[config.mk]
export PLATFORM = sky130hd
export DESIGN_NAME = wb_rr_arbiter
export DESIGN_NICKNAME = d
export VERILOG_FILES = /design/src/rtl/wb_arb_pkg.sv /design/src/rtl/wb_arb_watchdog.sv /design/src/rtl/wb_rr_arbiter.sv
export SDC_FILE = /design/constraint.sdc
export NUM_CORES = 1
export LEC_CHECK = 0
export ABC_AREA = 1
export ABC_CLOCK_PERIOD_IN_PS = 1800
export BUFFER_PORTS_ARGS = -buffer_cell sky130_fd_sc_hd__buf_4
export CAP_MARGIN = 40
export CELL_PAD_IN_SITES_DETAIL_PLACEMENT = 1
export CELL_PAD_IN_SITES_GLOBAL_PLACEMENT = 2
export CORE_MARGIN = 2
export CORE_UTILIZATION = 10
export CTS_BUF_LIST = sky130_fd_sc_hd__clkbuf_8 sky130_fd_sc_hd__clkbuf_16
export DETAILED_ROUTE_END_ITERATION = 10
export PLACE_DENSITY = 0.91
export SYNTH_ARGS = -nofsm -noshare
export SYNTH_HDL_FRONTEND = slang
export SYNTH_HIERARCHICAL = 1
export SYNTH_SLANG_ARGS = --single-unit
[constraint.sdc]
create_clock -name clk -period 1.8 [get_ports clk]
set_clock_uncertainty 0.1 [all_clocks]
set_input_delay 0.18 -clock clk [delete_from_list [all_inputs] [get_ports clk]]
set_output_delay 0.18 -clock clk [all_outputs]
set_load 0.05 [all_outputs]
[src/rtl/wb_arb_pkg.sv]
// Shared definitions for the two-master Wishbone round-robin arbiter:
// FSM state encoding (one-hot owners, matches the grant output) and bus widths.
package wb_arb_pkg;

    localparam int ADR_W = 32;
    localparam int DAT_W = 32;
    localparam int SEL_W = 4;

    localparam logic [1:0] ST_IDLE = 2'b00;
    localparam logic [1:0] ST_OWN0 = 2'b01;
    localparam logic [1:0] ST_OWN1 = 2'b10;

    typedef enum logic [1:0] {
        IDLE = ST_IDLE,
        OWN0 = ST_OWN0,
        OWN1 = ST_OWN1
    } arb_state_t;

endpackage

[src/rtl/wb_arb_watchdog.sv]
// Slave-cycle watchdog: counts unacknowledged strobe cycles of the current owner,
// pulses expire at TIMEOUT_CYCLES-1 and keeps a sticky timeout flag until reset.
module wb_arb_watchdog
    import wb_arb_pkg::*;
#(
    parameter int TIMEOUT_CYCLES = 255
) (
    input  logic clk,
    input  logic reset,
    input  logic owning,
    input  logic stb,
    input  logic ack,
    output logic expire,
    output logic timeout_flag
);

    localparam int               CNT_W   = $clog2(TIMEOUT_CYCLES) + 1;
    localparam logic [CNT_W-1:0] LIMIT   = CNT_W'(TIMEOUT_CYCLES - 1);
    localparam logic [CNT_W-1:0] CNT_MAX = '1;

    logic [CNT_W-1:0] count_r;
    logic             flag_r;

    // Expiry pulse: owner has been strobing without an ack for the full budget
    always_comb begin
        expire = owning && stb && !ack && (count_r >= LIMIT);
    end

    // Counter (saturating, restarts after a forced termination) and sticky flag
    always_ff @(posedge clk) begin
        if (reset) begin
            count_r <= '0;
            flag_r  <= 1'b0;
        end else begin
            if (!owning || !stb || ack || expire) begin
                count_r <= '0;
            end else if (count_r != CNT_MAX) begin
                count_r <= count_r + CNT_W'(1);
            end else begin
                count_r <= count_r;
            end
            if (expire) begin
                flag_r <= 1'b1;
            end else begin
                flag_r <= flag_r;
            end
        end
    end

    assign timeout_flag = flag_r;

endmodule

[src/rtl/wb_rr_arbiter.sv]
// Two-master Wishbone classic round-robin arbiter with combinational slave mux.
// Optional slave watchdog compiled in with `define WB_ARB_TIMEOUT_EN.
module wb_rr_arbiter
    import wb_arb_pkg::*;
#(
    parameter int               TIMEOUT_CYCLES = 255,
    parameter logic [DAT_W-1:0] ERR_DATA       = 32'hDEAD_BEEF
) (
    input  logic             clk,
    input  logic             reset,
    input  logic             m0_cyc,
    input  logic             m0_stb,
    input  logic             m0_we,
    input  logic [ADR_W-1:0] m0_adr,
    input  logic [DAT_W-1:0] m0_dat_w,
    input  logic [SEL_W-1:0] m0_sel,
    output logic             m0_ack,
    output logic [DAT_W-1:0] m0_dat_r,
    input  logic             m1_cyc,
    input  logic             m1_stb,
    input  logic             m1_we,
    input  logic [ADR_W-1:0] m1_adr,
    input  logic [DAT_W-1:0] m1_dat_w,
    input  logic [SEL_W-1:0] m1_sel,
    output logic             m1_ack,
    output logic [DAT_W-1:0] m1_dat_r,
    output logic             s_cyc,
    output logic             s_stb,
    output logic             s_we,
    output logic [ADR_W-1:0] s_adr,
    output logic [DAT_W-1:0] s_dat_w,
    output logic [SEL_W-1:0] s_sel,
    input  logic             s_ack,
    input  logic [DAT_W-1:0] s_dat_r,
    output logic [1:0]       grant,
    output logic             timeout_flag
);

    arb_state_t state_r, next_state_s;
    logic       last_owner_r;
    logic       expire_s;

`ifdef WB_ARB_TIMEOUT_EN
    logic owning_s;
    logic own_stb_s;

    assign owning_s  = (state_r != IDLE);
    assign own_stb_s = (state_r == OWN0) ? m0_stb :
                       (state_r == OWN1) ? m1_stb : 1'b0;

    wb_arb_watchdog #(
        .TIMEOUT_CYCLES(TIMEOUT_CYCLES)
    ) u_watchdog (
        .clk          (clk),
        .reset        (reset),
        .owning       (owning_s),
        .stb          (own_stb_s),
        .ack          (s_ack),
        .expire       (expire_s),
        .timeout_flag (timeout_flag)
    );
`else
    assign expire_s     = 1'b0;
    assign timeout_flag = 1'b0;
`endif

    // State register and round-robin history (last_owner starts at 1 so master 0 wins first)
    always_ff @(posedge clk) begin
        if (reset) begin
            state_r      <= IDLE;
            last_owner_r <= 1'b1;
        end else begin
            state_r <= next_state_s;
            if (state_r == OWN0 && !m0_cyc) begin
                last_owner_r <= 1'b0;
            end else if (state_r == OWN1 && !m1_cyc) begin
                last_owner_r <= 1'b1;
            end else begin
                last_owner_r <= last_owner_r;
            end
        end
    end

    // Next-state: whole-cycle tenure, release on cyc fall, contention goes to the other master
    always_comb begin
        next_state_s = state_r;
        case (state_r)
            IDLE: begin
                if (m0_cyc && m1_cyc) begin
                    next_state_s = last_owner_r ? OWN0 : OWN1;
                end else if (m0_cyc) begin
                    next_state_s = OWN0;
                end else if (m1_cyc) begin
                    next_state_s = OWN1;
                end else begin
                    next_state_s = IDLE;
                end
            end
            OWN0: next_state_s = m0_cyc ? OWN0 : IDLE;
            OWN1: next_state_s = m1_cyc ? OWN1 : IDLE;
            default: next_state_s = IDLE;
        endcase
    end

    // Bus mux; a watchdog expiry cuts the slave strobe and acks the owner with ERR_DATA
    always_comb begin
        grant    = state_r;
        s_cyc    = 1'b0;
        s_stb    = 1'b0;
        s_we     = 1'b0;
        s_adr    = '0;
        s_dat_w  = '0;
        s_sel    = '0;
        m0_ack   = 1'b0;
        m0_dat_r = '0;
        m1_ack   = 1'b0;
        m1_dat_r = '0;
        case (state_r)
            OWN0: begin
                s_cyc    = m0_cyc & ~expire_s;
                s_stb    = m0_stb & ~expire_s;
                s_we     = m0_we;
                s_adr    = m0_adr;
                s_dat_w  = m0_dat_w;
                s_sel    = m0_sel;
                m0_ack   = s_ack | expire_s;
                m0_dat_r = expire_s ? ERR_DATA : s_dat_r;
            end
            OWN1: begin
                s_cyc    = m1_cyc & ~expire_s;
                s_stb    = m1_stb & ~expire_s;
                s_we     = m1_we;
                s_adr    = m1_adr;
                s_dat_w  = m1_dat_w;
                s_sel    = m1_sel;
                m1_ack   = s_ack | expire_s;
                m1_dat_r = expire_s ? ERR_DATA : s_dat_r;
            end
            default: begin
                grant = 2'b00;
            end
        endcase
    end

endmodule

==> flow_summary.yaml, run 1 <==
timing:
  worst_hold_slack_ns: 0.0530
  setup_tns_ns: -2.60
  fin_ws_ns: -0.0852
  finalHoldViolCount: 0
  drv_slew: 0
  fmax_mhz: 530
  setup_viol: 67
  period_share_pct: 105
  timing.final.crit_period_ns: 1.89
  rsz0062_at_grt: "true"
synth:
  muxShareOfSynthArea_pct: 0
  synth_seq_cells: 3
  syn_avg_cell_area_um2: 4.42
  synth_warnings: 6
  synth_top_family_by_area: "simple AND/OR/NAND/NOR gates"
  yosys.area_share.simple_pct: 45.9
  synthXorXnorAreaFrac_pct: 0
  syn_area_um2: 1800
  ys_types: 14
  synthAdderAreaFrac_pct: 4.16
  seq_area_frac_synth_pct: 3.33
  syn_inst: 408
  syn_nets: 591
  synth-compound-area-share_pct: 20.2
cts:
  ctsHoldBuffers: 0
  cts_inserted_buffers: 3
  clock-sinks: 3
  cts_tree: "done"
  htreeDepth: 1
  cts.root.buffer_cell: "clkbuf_16"
  clk_path_buf_depth: 2
  clk_pin_slew_ns: 0.03
  clkLatencyLatePin_ns: 0.23
hold_path:
  hp-start: "reset"
  worstHoldPathCells: 3
  min_to: "last_owner_r"
  min-delay-path-class: "input port to flip-flop"
floorplanning:
  die_y_um: 138
  io_pins: 317
  initial_core_util_pct: 10.1
  coreArea_um2: 17800
  die_x_um: 138
  die_area_um2: 19100
  rows: 49
grt:
  grt_pass1_wl_um: 22600
  grt_overflow_total: 0
  antenna_found_initial: 1
  grt_max_degree: 30
  grt_pass1_vias: 4220
  track_usage_pct: 14.6
cells_and_area:
  layout_common_cells: "buf_4, nand2_1, buf_6, a21oi_2, inv_1"
  fin_area_um2: 6280
  fill_cells: 2145
  nNetsFinal: 922
  diodes: 0
  areaGrowthSynthToFinish_pct: 248
  layoutNonFillerInstCount: 967
  drive_gt1_share_pct: 70.6
  final_common_cell: "buf_4"
  final_util_pct: 35.2
setup_path:
  cp-end-kind: "primary output"
  arrival_ns: 1.61
  critPathKind: "flip-flop to primary output"
  r2r_cells: 8
  reg2reg_from: "state_r[1]"
  ff2ff_setup_slack_ns: 0.13
  path_max_fanout: 6
  cp.required_ns: 1.52
  reg2reg_to: "last_owner_r"
  worst_setup_path_start_kind: "flip-flop"
placed_design:
  place_inst: 930
  gp_congestion: 0.752
  placed_area_um2: 4440
  hpwl_um: 9610
  port_buffers: 315
drt:
  drt_iter0_drc: 68
  antenna_left: 0
  wire_per_inst_um: 16.6
  dr.pass1.iters: 4
  viasPerCell: 4.09
  drc_errors: 0
  vias: 3951
  wl_um: 16100
run_status:
  violations: "negative setup slack"
  status: "complete, but fails checks"
job:
  maxCapViolCount: 0
power:
  power.density_nw_per_um2: 439
  power.leakage_nw: 3.31
  ir_worst_vdd_mv: 0.373
==> power breakdown <==
part	internal [mW]	leakage, nW	total [mW]	switching, mW
Clock	0.287	0.0423	0.355	0.0680
Sequential	0.0738	0.0258	0.0795	0.00564
Combinational	0.989	3.24	2.32	1.33
Total	1.35	3.31	2.75	1.41
==> flip-flops by register name (all words and copies together) (netlist names) <==
name / count
state_r: 2
last_owner_r: 1
==> logic make-up after synthesis <==
group / count (synthesis)
other: 1
DFF: 3
and+or+nand+nor: 219
adders and majority gates: 6
buffers and inverters: 106
AOI/OAI and AO/OA: 73
==> layer usage <==
layer | wire (um) | GRT usage [%] | part of all wire [%] | up-vias
li1 | - | - | - | 1868
met1 | 6420 | 17.6 | 40 | 1863
met2 | 8450 | 27.7 | 53 | 204
met3 | 978 | 2.29 | 6.1 | 16
met4 | 220 | 2.31 | 1.4 | 0
met5 | 0 | 0 | 0 | -
==> critical path: stages (launching register included) <==
cell     delay, ns
dfxtp_4       0.35
buf_6         0.10
ha_4          0.22
buf_12        0.14
buf_12        0.14
nand2_4       0.05
a21oi_2       0.17
buf_6         0.18
==> synthesized netlist by cell type (all sizes together) <==
cell | instances | area share, %
a21oi | 73 | 20
buf | 25 | 9.3
clkbuf | 7 | 1.5
conb | 1 | 0.21
dfxtp | 3 | 3.3
ha | 6 | 4.2
inv | 74 | 15
nand2 | 216 | 45
nand3 | 1 | 0.28
or2 | 2 | 0.69
==> area by class of cell <==
class | count | area [um2] | share of cell area (%)
timing repair buffer | 358 | 3720 | 59.2
sequential | 3 | 65.1 | 1.04
inverter | 74 | 283 | 4.50
multi-input combinational | 299 | 1850 | 29.4
tap | 229 | 287 | 4.56
clock buffer | 3 | 75.1 | 1.19
clock inverter | 1 | 3.75 | 0.0597
==> stage by stage <==
step                setup WS (ns)  power (mW)
floorplan                  -0.223        1.02
global placement            0.157        1.73
detailed placement          0.110        1.74
CTS                        -0.112        2.51
global route               -0.151        2.90
finish                    -0.0852        2.75
==> worst max-delay path by stage <==
stage | startpoint | endpoint | slack (ns)
3_5_place_dp | state_r[0] | s_dat_w[13] | 0.11
3_3_place_gp | state_r[0] | s_adr[16] | 0.16
6_report | state_r[1] | s_adr[19] | -0.09
5_1_grt | state_r[0] | s_adr[3] | -0.15
2_1_floorplan | state_r[0] | s_adr[0] | -0.22
4_1_cts | state_r[1] | s_dat_w[9] | -0.11
==> timing repair <==
item,in CTS,in global routing
pin swaps,9,41
resized for setup,120,228
setup buffers,14,5
cloned,12,7
endpoints found under the setup margin,72,123
Power figures use the tool's default switching activity.
==> inputs of run 2 (changes only) <==
Settings changed: ABC_CLOCK_PERIOD_IN_PS 1800 to 2100, BUFFER_PORTS_ARGS -buffer_cell sky130_fd_sc_hd__buf_4 to -buffer_cell sky130_fd_sc_hd__buf_2, TNS_END_PERCENT from default to 50.
Clock period 1.8 ns to 2.1 ns, I/O delays scaled along.
==> flow_summary.yaml, run 2 (same netlist as run 1, synthesis figures left out) <==
setup_path:
  arrival_ns: 1.70
  path_cells: "inv_1, ha_1, inv_2, buf_12, a21oi_1, buf_2"
  path_delay_family: "buffers and inverters"
  critPathKind: "flip-flop to primary output"
  worst_setup_path_start_kind: "flip-flop"
  critPathMaxStageDelay_ns: 0.37
  reg2reg_from: "state_r[0]"
  reg2reg_to: "last_owner_r"
  path_buf_inv: 4
  crit_start: "state_r[0]"
  cp.required_ns: 1.79
  path_max_fanout: 46
  r2r_cells: 6
  path_depth: 6
  cp-end-kind: "primary output"
  ff2ff_setup_slack_ns: 0.69
  critPathCapture: "s_dat_w[29]"
  critPathSlowestCell: "dfxtp_2"
drt:
  wl_um: 11100
  wire_per_inst_um: 11.9
  viasPerCell: 3.78
  antenna_left: 0
  drt_iter0_drc: 63
  drc_errors: 0
  dr.pass1.iters: 4
  vias: 3513
grt:
  grt_max_degree: 58
  grt_pass1_wl_um: 17900
  antenna_found_initial: 0
  track_usage_pct: 11.1
  grt_overflow_total: 0
  grt_pass1_vias: 3684
cts:
  clk_path_buf_depth: 2
  clock-sinks: 3
  clk_pin_slew_ns: 0.03
  post-cts-setup-buffers: 0
  clkLatencyLatePin_ns: 0.23
  cts_tree: "done"
  htreeDepth: 1
  cts_inserted_buffers: 3
  cts.root.buffer_cell: "clkbuf_16"
job:
  maxCapViolCount: 0
power:
  comb_power_share_pct: 76.2
  internal_power_uw: 663
  power.leakage_nw: 2.54
  p_sw_share_pct: 58.6
  clockPowerShare_pct: 19.4
  ir_worst_vdd_mv: 0.246
  power.density_nw_per_um2: 421
  p_switching_uw: 939
  report.power.total_mw: 1.60
  p_seq_share_pct: 4.4
cells_and_area:
  fin_area_um2: 3800
  layout_common_cells: "buf_2, nand2_1, inv_1, a21oi_1, buf_4"
  layoutNonFillerInstCount: 930
  final_util_pct: 21.3
  fill_cells: 2413
  largest_reg_flops: 2
  regMostFlops: "state_r"
  nNetsFinal: 885
  reg_top3: "state_r: 2 flops, last_owner_r: 1 flops"
  areaGrowthSynthToFinish_pct: 111
  diodes: 0
  final_common_cell: "buf_2"
  drive_gt1_share_pct: 47.1
floorplanning:
  die_x_um: 138
  io_pins: 317
  die_y_um: 138
  die_area_um2: 19100
  coreArea_um2: 17800
  initial_core_util_pct: 10.1
  rows: 49
timing:
  period_share_pct: 95.9
  setup_viol: 0
  timing.final.crit_period_ns: 2.01
  finalHoldViolCount: 0
  fmax_mhz: 497
  drv_slew: 0
  rsz0062_at_grt: "true"
placed_design:
  port_buffers: 315
  placed_area_um2: 3610
  hpwl_um: 9050
  gp_congestion: 0.727
  place_inst: 926
hold_path:
  min-delay-path-class: "input port to flip-flop"
run_status:
  status: "finished clean"
[run 2: changes by cell type in the layout (fill, tap and decap cells not counted), sizes merged]
cell	delta
buf	-43
clkbuf	+6
[run 2: worst register-to-register path, cell delays in order, from the launching register on]
cell and delay, ns:
dfxtp_2 0.37, inv_1 0.12, ha_4 0.20, buf_12 0.17, or2_1 0.23, nand3_1 0.06
nand2_1 0.05
[run 2: power groups by stage]
stage | clock (mW) | combinational (mW) | sequential [mW]
floorplan | 0 | 0.811 | 0.0677
global placement | 0 | 1.21 | 0.0699
detailed placement | 0 | 1.21 | 0.0708
CTS | 0.318 | 1.23 | 0.0705
global route | 0.319 | 1.32 | 0.0717
finish | 0.311 | 1.22 | 0.0706
[run 2: how the worst min path moves through the flow]
stage	from	to	slack [ns]	cells past startpoint
6_report	reset	last_owner_r	0.08	3
5_1_grt	reset	last_owner_r	0.09	3
4_1_cts	reset	last_owner_r	0.08	3
3_5_place_dp	reset	last_owner_r	0.32	3
3_3_place_gp	reset	last_owner_r	0.31	3
2_1_floorplan	reset	last_owner_r	0.20	2
[run 2: what timing repair did]
action | in CTS | in global routing
hold buffers | 0 | 0
endpoints found under the setup margin | 40 | 71
resized for setup | 27 | 26
hold endpoints to repair | 0 | 0
[run 2: final cells by class]
cell class | instances | area [um2] | share of cell area (%)
inverters | 74 | 278 | 7.31
clock inverters | 1 | 3.75 | 0.0987
repair buffers | 321 | 1800 | 47.3
flip-flops and latches | 3 | 62.6 | 1.65
clock buffers | 3 | 75.1 | 1.97
multi-input cells | 299 | 1300 | 34.1
well taps | 229 | 287 | 7.54
[run 2: per-layer routing]
layer | track usage (%) | up-vias | share of wire [%]
li1 | - | 1776 | -
met1 | 12.2 | 1527 | 39
met2 | 21.1 | 197 | 51
met3 | 2.63 | 13 | 8.2
met4 | 2.95 | 0 | 1.6
met5 | 0 | - | 0
[run 2: through the flow]
stage                     setup TNS, ns  setup WS, ns  hold slack [ns]
after global placement                0         0.157            0.308
final                                 0        0.0863           0.0772
after CTS                             0        0.0175           0.0759
after floorplan                       0        0.0472            0.202
after global routing            -0.0330       -0.0186           0.0888
after detailed placement              0         0.113            0.317
